==> src/rtl/cmd_queue_v2_0_0_axil_pkg.sv <==
`default_nettype none
// ----------------------------------------------------------------------------
// cmd_queue_v2_0_0_axil_pkg
// Shared state encoding and response codes for the AXI-Lite register bridge.
// Revision: 1.0
// ----------------------------------------------------------------------------
package cmd_queue_v2_0_0_axil_pkg;

  typedef logic [2:0] state_t;

  localparam state_t ST_IDLE    = 3'd0;
  localparam state_t ST_WR_REQ  = 3'd1;
  localparam state_t ST_WR_WAIT = 3'd2;
  localparam state_t ST_WR_RESP = 3'd3;
  localparam state_t ST_RD_REQ  = 3'd4;
  localparam state_t ST_RD_WAIT = 3'd5;
  localparam state_t ST_RD_RESP = 3'd6;

  localparam logic [1:0] RESP_OKAY   = 2'b00;
  localparam logic [1:0] RESP_SLVERR = 2'b10;
  localparam logic [1:0] RESP_DECERR = 2'b11;

  // Read data returned when a read is abandoned by the timeout
  localparam logic [31:0] TIMEOUT_DATA = 32'h0000_0000;

endpackage
`default_nettype wire

==> src/rtl/cmd_queue_v2_0_0_reg_timeout.sv <==
`default_nettype none
// ----------------------------------------------------------------------------
// cmd_queue_v2_0_0_reg_timeout
// Wait-cycle counter; expired flags the last allowed WAIT cycle.
// Revision: 1.0
// ----------------------------------------------------------------------------
module cmd_queue_v2_0_0_reg_timeout #(
  parameter int C_TIMEOUT_CYCLES = 256
) (
  input  logic aclk,
  input  logic aresetn,
  input  logic clear,
  input  logic enable,
  output logic expired
);

  generate
    if (C_TIMEOUT_CYCLES == 0) begin : g_disabled
      logic w_unused;
      assign w_unused = ^{aclk, aresetn, clear, enable};
      assign expired  = 1'b0;
    end else begin : g_counter
      localparam int C_CNT_W = $clog2(C_TIMEOUT_CYCLES + 1);

      logic [C_CNT_W-1:0] r_count;

      // r_count holds the number of WAIT cycles already spent before this one
      assign expired = enable && (r_count == C_CNT_W'(C_TIMEOUT_CYCLES - 1));

      always_ff @(posedge aclk or negedge aresetn) begin
        if (!aresetn) begin
          r_count <= '0;
        end else if (clear) begin
          r_count <= '0;
        end else if (enable && !expired) begin
          r_count <= r_count + 1'b1;
        end
      end
    end
  endgenerate

endmodule
`default_nettype wire

==> src/rtl/cmd_queue_v2_0_0_axil_reg_bridge.sv <==
`default_nettype none
// ----------------------------------------------------------------------------
// cmd_queue_v2_0_0_axil_reg_bridge
// AXI4-Lite subordinate to single-outstanding register request/done bridge.
// Revision: 1.0
// ----------------------------------------------------------------------------
module cmd_queue_v2_0_0_axil_reg_bridge
  import cmd_queue_v2_0_0_axil_pkg::*;
#(
  parameter int C_DATA_WIDTH     = 32,
  parameter int C_ADDR_WIDTH     = 32,
  parameter int C_TIMEOUT_CYCLES = 256
) (
  input  logic                      aclk,
  input  logic                      aresetn,
  input  logic                      s_axil_awvalid,
  output logic                      s_axil_awready,
  input  logic [C_ADDR_WIDTH-1:0]   s_axil_awaddr,
  input  logic                      s_axil_wvalid,
  output logic                      s_axil_wready,
  input  logic [C_DATA_WIDTH-1:0]   s_axil_wdata,
  input  logic [C_DATA_WIDTH/8-1:0] s_axil_wstrb,
  output logic                      s_axil_bvalid,
  input  logic                      s_axil_bready,
  output logic [1:0]                s_axil_bresp,
  input  logic                      s_axil_arvalid,
  output logic                      s_axil_arready,
  input  logic [C_ADDR_WIDTH-1:0]   s_axil_araddr,
  output logic                      s_axil_rvalid,
  input  logic                      s_axil_rready,
  output logic [C_DATA_WIDTH-1:0]   s_axil_rdata,
  output logic [1:0]                s_axil_rresp,
  output logic                      reg_rd_valid,
  output logic [C_ADDR_WIDTH-1:0]   reg_rd_addr,
  input  logic                      reg_rd_done,
  input  logic [1:0]                reg_rd_resp,
  input  logic [C_DATA_WIDTH-1:0]   reg_rd_data,
  output logic                      reg_wr_valid,
  output logic [C_ADDR_WIDTH-1:0]   reg_wr_addr,
  output logic [C_DATA_WIDTH/8-1:0] reg_wr_be,
  output logic [C_DATA_WIDTH-1:0]   reg_wr_data,
  input  logic                      reg_wr_done,
  input  logic [1:0]                reg_wr_resp
);

  state_t                    r_state;
  logic                      r_run;
  logic                      r_last_rd;
  logic                      r_aw_held;
  logic                      r_w_held;
  logic [C_ADDR_WIDTH-1:0]   r_awaddr;
  logic [C_DATA_WIDTH-1:0]   r_wdata;
  logic [C_DATA_WIDTH/8-1:0] r_wstrb;
  logic                      r_bvalid;
  logic [1:0]                r_bresp;
  logic                      r_rvalid;
  logic [1:0]                r_rresp;
  logic [C_DATA_WIDTH-1:0]   r_rdata;
  logic                      r_rd_valid;
  logic [C_ADDR_WIDTH-1:0]   r_rd_addr;
  logic                      r_wr_valid;
  logic [C_ADDR_WIDTH-1:0]   r_wr_addr;
  logic [C_DATA_WIDTH/8-1:0] r_wr_be;
  logic [C_DATA_WIDTH-1:0]   r_wr_data;

  logic w_idle;
  logic w_awready;
  logic w_wready;
  logic w_arready;
  logic w_aw_hs;
  logic w_w_hs;
  logic w_ar_hs;
  logic w_wr_complete;
  logic w_wr_partial;
  logic w_wr_pick;
  logic w_req_state;
  logic w_wait_state;
  logic w_expired;

  // r_run keeps every ready low until the first edge after reset release
  always_comb begin
    w_idle        = (r_state == ST_IDLE) && r_run;
    w_awready     = w_idle && !r_aw_held;
    w_wready      = w_idle && !r_w_held;
    w_aw_hs       = w_awready && s_axil_awvalid;
    w_w_hs        = w_wready && s_axil_wvalid;
    w_wr_complete = (r_aw_held || w_aw_hs) && (r_w_held || w_w_hs);
    w_wr_partial  = r_aw_held ^ r_w_held;
    // A complete write only yields to a read when the last grant went to a write
    w_wr_pick     = w_wr_complete && r_last_rd;
    w_arready     = w_idle && !w_wr_partial && !w_wr_pick;
    w_ar_hs       = w_arready && s_axil_arvalid;
    w_req_state   = (r_state == ST_WR_REQ) || (r_state == ST_RD_REQ);
    w_wait_state  = (r_state == ST_WR_WAIT) || (r_state == ST_RD_WAIT);
  end

  cmd_queue_v2_0_0_reg_timeout #(
    .C_TIMEOUT_CYCLES (C_TIMEOUT_CYCLES)
  ) u_timeout (
    .aclk    (aclk),
    .aresetn (aresetn),
    .clear   (w_req_state),
    .enable  (w_wait_state),
    .expired (w_expired)
  );

  always_ff @(posedge aclk or negedge aresetn) begin
    if (!aresetn) begin
      r_state    <= ST_IDLE;
      r_run      <= 1'b0;
      r_last_rd  <= 1'b0;
      r_aw_held  <= 1'b0;
      r_w_held   <= 1'b0;
      r_awaddr   <= '0;
      r_wdata    <= '0;
      r_wstrb    <= '0;
      r_bvalid   <= 1'b0;
      r_bresp    <= RESP_OKAY;
      r_rvalid   <= 1'b0;
      r_rresp    <= RESP_OKAY;
      r_rdata    <= '0;
      r_rd_valid <= 1'b0;
      r_rd_addr  <= '0;
      r_wr_valid <= 1'b0;
      r_wr_addr  <= '0;
      r_wr_be    <= '0;
      r_wr_data  <= '0;
    end else begin
      r_run      <= 1'b1;
      r_rd_valid <= 1'b0;
      r_wr_valid <= 1'b0;

      if (w_aw_hs) begin
        r_aw_held <= 1'b1;
        r_awaddr  <= s_axil_awaddr;
      end
      if (w_w_hs) begin
        r_w_held <= 1'b1;
        r_wdata  <= s_axil_wdata;
        r_wstrb  <= s_axil_wstrb;
      end

      case (r_state)
        ST_IDLE: begin
          if (w_ar_hs) begin
            r_state    <= ST_RD_REQ;
            r_rd_valid <= 1'b1;
            r_rd_addr  <= s_axil_araddr;
          end else if (w_wr_complete) begin
            // Holding registers are not yet loaded when the final handshake is this cycle
            r_state    <= ST_WR_REQ;
            r_wr_valid <= 1'b1;
            r_wr_addr  <= w_aw_hs ? s_axil_awaddr : r_awaddr;
            r_wr_data  <= w_w_hs ? s_axil_wdata : r_wdata;
            r_wr_be    <= w_w_hs ? s_axil_wstrb : r_wstrb;
          end
        end
        ST_WR_REQ: r_state <= ST_WR_WAIT;
        ST_WR_WAIT: begin
          if (reg_wr_done) begin
            r_bresp  <= reg_wr_resp;
            r_bvalid <= 1'b1;
            r_state  <= ST_WR_RESP;
          end else if (w_expired) begin
            r_bresp  <= RESP_SLVERR;
            r_bvalid <= 1'b1;
            r_state  <= ST_WR_RESP;
          end
        end
        ST_WR_RESP: begin
          if (s_axil_bready) begin
            r_bvalid  <= 1'b0;
            r_aw_held <= 1'b0;
            r_w_held  <= 1'b0;
            r_last_rd <= 1'b0;
            r_state   <= ST_IDLE;
          end
        end
        ST_RD_REQ: r_state <= ST_RD_WAIT;
        ST_RD_WAIT: begin
          if (reg_rd_done) begin
            r_rresp  <= reg_rd_resp;
            r_rdata  <= reg_rd_data;
            r_rvalid <= 1'b1;
            r_state  <= ST_RD_RESP;
          end else if (w_expired) begin
            r_rresp  <= RESP_SLVERR;
            r_rdata  <= C_DATA_WIDTH'(TIMEOUT_DATA);
            r_rvalid <= 1'b1;
            r_state  <= ST_RD_RESP;
          end
        end
        ST_RD_RESP: begin
          if (s_axil_rready) begin
            r_rvalid  <= 1'b0;
            r_last_rd <= 1'b1;
            r_state   <= ST_IDLE;
          end
        end
        default: r_state <= ST_IDLE;
      endcase
    end
  end

  assign s_axil_awready = w_awready;
  assign s_axil_wready  = w_wready;
  assign s_axil_arready = w_arready;
  assign s_axil_bvalid  = r_bvalid;
  assign s_axil_bresp   = r_bresp;
  assign s_axil_rvalid  = r_rvalid;
  assign s_axil_rresp   = r_rresp;
  assign s_axil_rdata   = r_rdata;
  assign reg_rd_valid   = r_rd_valid;
  assign reg_rd_addr    = r_rd_addr;
  assign reg_wr_valid   = r_wr_valid;
  assign reg_wr_addr    = r_wr_addr;
  assign reg_wr_be      = r_wr_be;
  assign reg_wr_data    = r_wr_data;

endmodule
`default_nettype wire

==> config.mk <==
export PLATFORM = sky130hd
export DESIGN_NAME = cmd_queue_v2_0_0_axil_reg_bridge
export DESIGN_NICKNAME = d
export VERILOG_FILES = /design/src/rtl/cmd_queue_v2_0_0_axil_pkg.sv /design/src/rtl/cmd_queue_v2_0_0_reg_timeout.sv /design/src/rtl/cmd_queue_v2_0_0_axil_reg_bridge.sv
export SDC_FILE = /design/constraint.sdc
export NUM_CORES = 1
export LEC_CHECK = 0
export ABC_CLOCK_PERIOD_IN_PS = 2800
export CAP_MARGIN = 10
export CORE_MARGIN = 8
export CORE_UTILIZATION = 46
export CTS_CLUSTER_SIZE = 28
export DETAILED_ROUTE_END_ITERATION = 8
export PLACE_DENSITY = 0.8
export SYNTH_ARGS = -nofsm -noshare
export SYNTH_HDL_FRONTEND = slang
export SYNTH_SLANG_ARGS = --single-unit
==> constraint.sdc <==
create_clock -name aclk -period 2.8 [get_ports aclk]
set_input_delay 0.56 -clock aclk [delete_from_list [all_inputs] [get_ports aclk]]
set_output_delay 0.56 -clock aclk [all_outputs]
set_load 0.01 [all_outputs]
==> metrics <==
I/O pins=288; largest net degree at the start of global routing=72; Slew Limit Fails=0; Seq/Total Area, Yosys=64.8%; routed via count=5767; Synth Area in Simple Gates=3.50%; register bit total from synthesis=224; Post-Synth XOR/XNOR Area=0.202%; Primary FF master, synth=dfrtp_1; final RePlAce weighted congestion=0.834; Peak Freq=372 MHz; CTS tree=built; CP endpoint kind=output port; total CTS buffers=24; starting density of the core=46.6%; Cell variety after synth=43; Max Cap Viol=0; slowest stage delay, CP=0.55 ns; overflow left after global routing=0; setup tns final=0 ns; post-DR wirelength/cell=19.6 um; Area growth syn-to-layout=46.2%; hpwl dp=15500 um; compound-gate portion of the synthesized area=6.20%; asr flop ratio synth=100%; CP cell instances=clkdlybuf4s50_1 -> a311oi_1 -> a31oi_1 -> nor2_1 -> clkdlybuf4s50_1; clock latency on the worst-skew pair=0.50 ns; CP Class=in2out; Ys Warns=0; post-synthesis mux area share=22.5%; Worst EP arrival=2.13 ns; peak supply drop=610 uV; H-tree Lvls=1; 1st-iter DRT viols=268; Slew @ Worst Pin=0.605 ns; minimum clock period=2.69 ns; final hold vios=0; Clock Skew=0.00742 ns; pre-CTS setup slack=0.136 ns; initial antenna violation count=0; reg2reg start=r_state[1]; RSZ-0062 raised after global routing=false; Critical R2R Capture=u_timeout.g_counter.r_count[7]; Die Ht=153 um; PD cells=1110 mW/mm^2; HP Class=in2async; synthesized area=0.00865 mm^2; FF-to-FF setup slack=0.49 ns; Post-Synthesis Cells=567; critical path's most frequent cell=clkdlybuf4s50_1; Core Region=0.0186 mm^2; 1st-pass router iterations=4; setup violators final=0; Mapped Nets=714; max_slew headroom=59.6%; CP Capture Point=s_axil_arready; Worst Setup Start Kind=input port; worst-case reg-to-reg path depth=4; Post-synth EDFFs=0; start point of the critical path=s_axil_awvalid; number of diodes=0; largest family of logic cells by synthesized area=multiplexers; Lkg Pwr=5.53 nW; # nets final=1006; Adder-Cell Fraction of Synth Area=0.289%; clock root cell=clkbuf_16; vias per inst=5.20; total wire length=21700 um; Cell Rows=50; worst-path fanout max=5; vias in the first global route=6454; Worst path slowest cell=clkdlybuf4s50_1; first-pass GRT wire length=34700 um; status=finished, final reports clean; die area=0.0235 mm^2; die width=153 um; total track usage=18.1%; PortBufs=287; clk buf depth=3; Post-DRT Antenna Nets=0; Setup Buffers After CTS=0; Final Cycle Share=96.1%; register clock-pin slew on the reported worst setup and hold paths=0.06 ns; Mean Syn Cell Area=15.3 um^2; layout cells sized above 1=25.6%; Hold-fix buffers, CTS=0; PnR worst setup slack=0.110 ns; Req. time, crit path=2.24 ns; clk sinks=224; DRC=0
[final cells by class]
class | count | area [um^2]
Sequential cell | 224 | 5610
Tap cell | 234 | 293
Inverter | 9 | 33.8
Timing Repair Buffer | 299 | 3070
Multi-Input combinational cell | 301 | 2840
Clock buffer | 34 | 719
Clock inverter | 7 | 85.1
Fill cell | 1275 | 5940
[cells by family after synthesis]
family,after synthesis
other,1
flip-flops,224
buffers and inverters,42
adder cells (fa/ha/maj),2
multiplexers,170
AND/OR/NAND/NOR,56
AO/OA/AOI/OAI,70
XOR/XNOR,2
[how the worst min path moves through the flow]
stage,depth (start not counted),endpoint,slack (ns),start
2_1_floorplan,0,r_aw_held,0.26,aresetn
3_3_place_gp,1,u_timeout.g_counter.r_count[5],0.46,u_timeout.g_counter.r_count[5]
3_5_place_dp,1,r_awaddr[17],0.48,r_awaddr[17]
4_1_cts,1,reg_rd_addr[21],0.1,aresetn
5_1_grt,1,reg_rd_addr[21],0.10,aresetn
6_report,1,reg_rd_addr[14],0.05,aresetn
[what timing repair did]
| action | in CTS | in global routing |
|---|---|---|
| setup endpoints to repair | 0 | 3 |
| gates resized for setup | 0 | 2 |
| hold endpoints to repair | 0 | 0 |
[cells in the mapped netlist, types with 5 or more instances]
library cell | number | share of area [%]
dfrtp_1 | 224 | 65
mux2_2 | 159 | 21
a22o_1 | 33 | 3.3
buf_2 | 15 | 0.87
clkbuf_1 | 13 | 0.56
nor2_1 | 13 | 0.56
nand2_1 | 11 | 0.48
nand3_1 | 11 | 0.64
o21ai_0 | 10 | 0.58
inv_1 | 9 | 0.39
mux2_4 | 9 | 1.6
buf_6 | 5 | 0.65
nand3b_1 | 5 | 0.43
[where the power goes]
| group | switching [mW] | internal [mW] |
|---|---|---|
| Sequential | 0.821 | 4.73 |
| Combinational | 2.06 | 3.33 |
| Clock | 1.20 | 1.96 |
| Total | 4.08 | 10.0 |
[routing by layer]
metal  wire (um)  track usage, %  vias up  share of wire (%)
met1        8900            22.3     2911                 41
met4         418            4.67        0                1.9
met5           0               0        -                  0
met3        1660            5.58       36                7.6
li1            -               -     2612                  -
met2       10700            30.4      208                 49
[stage by stage]
stage | instance area, um^2 | hold WS (ns) | cells | power (mW) | util, %
2_1_floorplan | 8650 | 0.264 | 567 | 8.13 | -
3_3_place_gp | 11800 | 0.457 | 1067 | 10.8 | 63.7
5_1_grt | 12600 | 0.101 | 1108 | 14.9 | 68.0
3_5_place_dp | 11800 | 0.479 | 1067 | 11.0 | 63.7
4_1_cts | 12600 | 0.0954 | 1108 | 14.3 | 68.0
6_report | 12600 | 0.0454 | 1108 | 14.1 | 68.0
[sequential cells by signal (all words and copies together), names as in the netlist]
name	flops
r_awaddr	32
r_wdata	32
reg_rd_addr	32
reg_wr_addr	32
reg_wr_data	32
s_axil_rdata	32
u_timeout.g_counter.r_count	9
r_wstrb	4
reg_wr_be	4
r_state	3
s_axil_bresp	2
s_axil_rresp	2
r_aw_held	1
r_last_rd	1
r_run	1
r_w_held	1
reg_rd_valid	1
reg_wr_valid	1
s_axil_bvalid	1
s_axil_rvalid	1
[critical path: cells and delay by family]
family | cells | cell delay (ns)
AO/OA/AOI/OAI | 2 | 0.40
buffers and inverters | 2 | 1.05
AND/OR/NAND/NOR | 1 | 0.12
[layout by cell type, fill, tap and decap left out, drive strengths merged, types with 2 or more instances in the layout]
master	count
mux2	168
a22o	33
o31ai	2
a211o	2
nand3	11
dfrtp	224
clkinv	5
o21ai	10
o311ai	2
o21a	2
clkdlybuf4s50	286
nand4	3
nor2	13
o22ai	2
bufinv	2
a31oi	2
a21oi	4
nand3b	5
nand2	11
o41ai	2
buf	12
inv	9
a211oi	2
a21o	2
mux2i	2
ha	2
nand2b	2
nor2b	2
clkbuf	35
and3	3
No activity file was read; power rests on OpenSTA's default activity.
